[config.mk]
export PLATFORM = sky130hd
export DESIGN_NAME = inta_cycle_initiator
export DESIGN_NICKNAME = d
export VERILOG_FILES = /design/src/rtl/pic_cpu_if_pkg.sv /design/src/rtl/int_synchronizer.sv /design/src/rtl/inta_cycle_initiator.sv
export SDC_FILE = /design/constraint.sdc
export NUM_CORES = 1
export LEC_CHECK = 0
export CAP_MARGIN = 15
export CORE_MARGIN = 2
export CORE_UTILIZATION = 40
export CTS_CLUSTER_DIAMETER = 120
export DETAILED_ROUTE_END_ITERATION = 8
export PLACE_DENSITY = 0.67
export RECOVER_POWER = 25
export SETUP_SLACK_MARGIN = 0.05
export SYNTH_ARGS = -nofsm -noshare
export SYNTH_HDL_FRONTEND = slang
export SYNTH_SLANG_ARGS = --single-unit
[constraint.sdc]
create_clock -name clk -period 1.4 [get_ports clk]
set_input_delay 0.28 -clock clk [delete_from_list [all_inputs] [get_ports clk]]
set_output_delay 0.28 -clock clk [all_outputs]
set_load 0.005 [all_outputs]
[src/rtl/pic_cpu_if_pkg.sv]
// Shared types and default timing for the CPU-side interrupt acknowledge initiator.
package pic_cpu_if_pkg;

   localparam int unsigned VECTOR_W             = 8;
   localparam int unsigned DEF_PULSE_WIDTH      = 4;
   localparam int unsigned DEF_GAP_WIDTH        = 2;
   localparam int unsigned DEF_RECOVER_CYCLES   = 3;
   localparam int unsigned DEF_SYNC_STAGES      = 2;

   // Binary-encoded acknowledge sequence states
   typedef enum logic [2:0] {
      StIdle    = 3'd0,
      StPulse1  = 3'd1,
      StGap     = 3'd2,
      StPulse2  = 3'd3,
      StHold    = 3'd4,
      StRecover = 3'd5
   } inta_state_e;

   // Largest of three timing constants; sizes the shared phase counter
   function automatic int unsigned max3(input int unsigned a, input int unsigned b,
                                        input int unsigned c);
      int unsigned m;
      m = a;
      if (b > m) m = b;
      if (c > m) m = c;
      return m;
   endfunction

endpackage

[src/rtl/int_synchronizer.sv]
// Multi-flop synchroniser bringing the asynchronous PIC INT level into the clk domain.
module int_synchronizer #(
   parameter int unsigned STAGES = 2
) (
   input  logic clk,
   input  logic reset,
   input  logic async_in,
   output logic sync_out
);

   logic [STAGES-1:0] chain;

   // Shift the raw level through the chain; the last stage is the usable value
   always_ff @(posedge clk or posedge reset) begin
      if (reset) begin
         chain <= '0;
      end else begin
         chain <= {chain[STAGES-2:0], async_in};
      end
   end

   assign sync_out = chain[STAGES-1];

endmodule

[src/rtl/inta_cycle_initiator.sv]
// Drives the two-pulse 8086-style INTA_n handshake, captures the vector byte on
// pulse 2 and presents it to the core over a valid/ack handshake.
module inta_cycle_initiator
   import pic_cpu_if_pkg::*;
#(
   parameter int unsigned PULSE_WIDTH    = DEF_PULSE_WIDTH,
   parameter int unsigned GAP_WIDTH      = DEF_GAP_WIDTH,
   parameter int unsigned RECOVER_CYCLES = DEF_RECOVER_CYCLES,
   parameter int unsigned SYNC_STAGES    = DEF_SYNC_STAGES
) (
   input  logic                clk,
   input  logic                reset,
   input  logic                INT,
   input  logic                int_enable,
   input  logic [VECTOR_W-1:0] data_bus_in,
   input  logic                vector_ack,
   output logic                INTA_n,
   output logic [VECTOR_W-1:0] vector,
   output logic                vector_valid,
   output logic                busy
);

   localparam int unsigned CNT_W =
      $clog2(max3(PULSE_WIDTH, GAP_WIDTH, RECOVER_CYCLES) + 1);

   localparam logic [CNT_W-1:0] PULSE_LAST   = CNT_W'(PULSE_WIDTH - 1);
   localparam logic [CNT_W-1:0] GAP_LAST     = CNT_W'(GAP_WIDTH - 1);
   localparam logic [CNT_W-1:0] RECOVER_LAST = CNT_W'(RECOVER_CYCLES - 1);

   inta_state_e      state;
   logic [CNT_W-1:0] count;
   logic             int_sync;

   int_synchronizer #(
      .STAGES (SYNC_STAGES)
   ) u_int_sync (
      .clk      (clk),
      .reset    (reset),
      .async_in (INT),
      .sync_out (int_sync)
   );

   // Sequence FSM; all outputs are registered and change only on the transition edge.
   // Once PULSE1 is entered the sequence runs to completion regardless of INT or int_enable.
   always_ff @(posedge clk or posedge reset) begin
      if (reset) begin
         state        <= StIdle;
         count        <= '0;
         INTA_n       <= 1'b1;
         vector       <= '0;
         vector_valid <= 1'b0;
         busy         <= 1'b0;
      end else begin
         case (state)
            StIdle: begin
               if (int_sync && int_enable) begin
                  state  <= StPulse1;
                  count  <= '0;
                  INTA_n <= 1'b0;
                  busy   <= 1'b1;
               end
            end
            StPulse1: begin
               if (count == PULSE_LAST) begin
                  state  <= StGap;
                  count  <= '0;
                  INTA_n <= 1'b1;
               end else begin
                  count <= count + CNT_W'(1);
               end
            end
            StGap: begin
               if (count == GAP_LAST) begin
                  state  <= StPulse2;
                  count  <= '0;
                  INTA_n <= 1'b0;
               end else begin
                  count <= count + CNT_W'(1);
               end
            end
            StPulse2: begin
               if (count == PULSE_LAST) begin
                  state        <= StHold;
                  count        <= '0;
                  INTA_n       <= 1'b1;
                  vector       <= data_bus_in;
                  vector_valid <= 1'b1;
               end else begin
                  count <= count + CNT_W'(1);
               end
            end
            StHold: begin
               if (vector_ack) begin
                  state        <= StRecover;
                  count        <= '0;
                  vector_valid <= 1'b0;
               end
            end
            StRecover: begin
               // Lets the PIC drop INT after the ack so a stale level cannot retrigger
               if (count == RECOVER_LAST) begin
                  state <= StIdle;
                  count <= '0;
                  busy  <= 1'b0;
               end else begin
                  count <= count + CNT_W'(1);
               end
            end
            default: begin
               state        <= StIdle;
               count        <= '0;
               INTA_n       <= 1'b1;
               vector_valid <= 1'b0;
               busy         <= 1'b0;
            end
         endcase
      end
   end

endmodule

==> summary.txt <==
Status -> complete, but fails checks
Failing checks -> negative setup slack
Syn-to-layout area delta -> 44.9%
Slew headroom -> 68.1%
Async S/R FF share, synth -> 100%
Final Hold Viols -> 0
Layout cells sized above 1 -> 34.1%
Sequential Power Share -> 35.7%
Num CTS Buffers -> 3
Clk root buf -> clkbuf_4
Highest clock rate -> 0.709 GHz
First-pass detailed-route iteration total -> 4
Crit path DAT -> 1610 ps
IO buf count -> 23
Worst Setup Start Kind -> flip-flop
Maximum vdd drop -> 1.19 mV
Final Cycle Share -> 101%
DRC violations left -> 0
Core Area -> 2250 µm²
First-pass GRT wire length -> 3660 µm
Initial antenna violation count -> 0
Largest net degree at the start of global routing -> 20
Min-delay worst type -> reg -> reg
Most frequent cells in the layout -> dfrtp_1 (16), buf_4 (15), clkdlybuf4s50_1 (10), dlygate4sd2_1 (10), inv_1 (9)
Row cnt -> 17
Area of the multi-input gates -> 504 µm²
Top_reg_cell synth -> dfrtp_1
Via/cell ratio -> 5.11
Commonest non-fill, non-tap cell in the layout -> dfrtp_1
Post-synth EDFFs -> 0
Leakage Power -> 0.652 nW
Setup_tns -> -34.5 ps
# IOs -> 24
Nets -> 148
Die Ht -> 53.4 µm
Antenna cells -> 0
Pint -> 1.77 mW
Pwr dens -> 2030 nW/µm²
Hold_ws -> 365 ps
Seq cells post-synth -> 19
Synth unique cells -> 31
GRT Total Usage -> 17.9%
Combinational Power Share -> 54.4%
Critical path origin -> count[1]
Sequential cell area -> 479 µm²
Setup CP Type -> reg -> reg
Mapped Avg Cell Area -> 11.0 µm²
Unrepaired setup endpoints after global routing -> yes
Worst setup margin -> -10.3 ps
Fillers -> 200
Synth Instances -> 89
Final ANT Viol Nets -> 0
Clock share of power -> 9.9%
R2r setup slk -> -10 ps
CP Capture Type -> flip-flop
DR WL/cell -> 13.3 µm
Min Tclk post-route -> 1410 ps
Fin Clk Skew -> 2.32 ps
Die footprint -> 2850 µm²
Net Sw Power -> 1.10 mW
Post-DP HPWL -> 1470 µm
Min-delay src -> u_int_sync.chain[0]
Seq/Total Area, Yosys -> 48.8%
WL final -> 2090 µm
Syn_nets -> 107
Yosys warning count -> 0
Vias in the first global route -> 852
Mapped Area -> 977 µm²
Worst-Margin Slew -> 478 ps
CTS tree -> yes
Sw Ratio -> 38.2%
Grt ovf -> 0
Vias -> 802
Detailed Route Iter0 Violations -> 11
CTS Buffer Depth -> 2
Clock sink count -> 19
Worst-path fanout max -> 5
Final count of pins violating max slew -> 0
Die Width -> 53.4 µm
Worst Path Required -> 1600 ps
Post-layout utilization of the core -> 62.8%
H-tree depth -> 1
Clk slew on worst S/H paths -> 110 ps
Hold buffer count at CTS -> 0
MaxCap Viol Count -> 0
Final setup fails -> 7
Reg2reg start -> count[1]
Placer Congestion -> 0.801
Clk_lat worst skew -> 300 ps
Initial core utilization -> 43.3%
stage by stage:
stage          setup WS, ps  cell area (µm²)  total power, mW  std cells
6_report              -10.3             1420             2.87        157
5_1_grt               -86.0             1420             3.12        157
4_1_cts               -32.2             1400             2.82        157
3_5_place_dp          -92.8             1320             2.47        148
3_3_place_gp          -45.7             1320             2.44        148
2_1_floorplan          55.0             1000             1.86         89
Yosys cell counts (2+ instances only):
cell type | number | area, µm²
nand3_1 | 4 | 20.0
nor2_1 | 5 | 18.8
inv_1 | 10 | 37.5
dfrtp_1 | 18 | 450
nand2_1 | 7 | 26.3
ha_1 | 5 | 62.6
a31oi_1 | 5 | 31.3
o21ai_0 | 4 | 20.0
buf_6 | 2 | 22.5
mux2_2 | 8 | 90.1
timing repair:
action / CTS / global route
resized for setup: 20 / 7
buffers inserted: 4 / 0
pin swaps: 2 / 0
cloned: 1 / 0
setup endpoints to repair: 26 / 16
power by group through the flow:
stage / clock (mW) / combinational [mW] / sequential [mW]
CTS: 0.292 / 1.52 / 1.01
floorplan: 0 / 0.886 / 0.974
detailed placement: 0 / 1.45 / 1.02
global route: 0.329 / 1.72 / 1.07
finish: 0.284 / 1.56 / 1.03
global placement: 0 / 1.43 / 1.01
worst paths after layout:
path	end	depth (start not counted)
hold / removal	u_int_sync.chain[1]	0
setup reg to reg	vector[0]	4
setup / recovery	vector[0]	4
max in group asynchronous	state[0]	3
hold reg to reg	u_int_sync.chain[1]	0
min in group asynchronous	vector[6]	3
per-layer routing:
metal / GRT usage [%] / vias to the layer above / share of wire (%)
met5: 0 / - / 0
met4: 5.13 / 0 / 0.76
met3: 7.06 / 2 / 6.3
met2: 30.7 / 24 / 49
met1: 20.3 / 377 / 44
li1: - / 399 / -
registers in the layout (all words and copies together), names as in the netlist:
signal,flops
vector,8
INTA_n,1
busy,1
u_int_sync.chain,2
count,3
vector_valid,1
state,3
cells by family after synthesis:
kind of cell             synth area share, %
buffers and inverters                   8.07
adder cells (fa/ha/maj)                 6.40
XOR/XNOR                               0.896
multiplexers                            10.2
AO/OA/AOI/OAI                           13.4
AND/OR/NAND/NOR                         12.2
flip-flops                              48.8
layout make-up:
class,count,share of cell area [%]
timing repair buffer,39,23.3
multi-input combinational,57,35.6
sequential,19,33.8
clock inverter,1,0.353
inverter,10,2.83
clock buffer,3,1.59
tap,28,2.47
critical path: stages, from the launching register on:
cell,delay (ps)
dfrtp_1,430
ha_2,230
ha_4,200
nand4_4,130
mux2_4,320
Power figures use the tool's default switching activity.
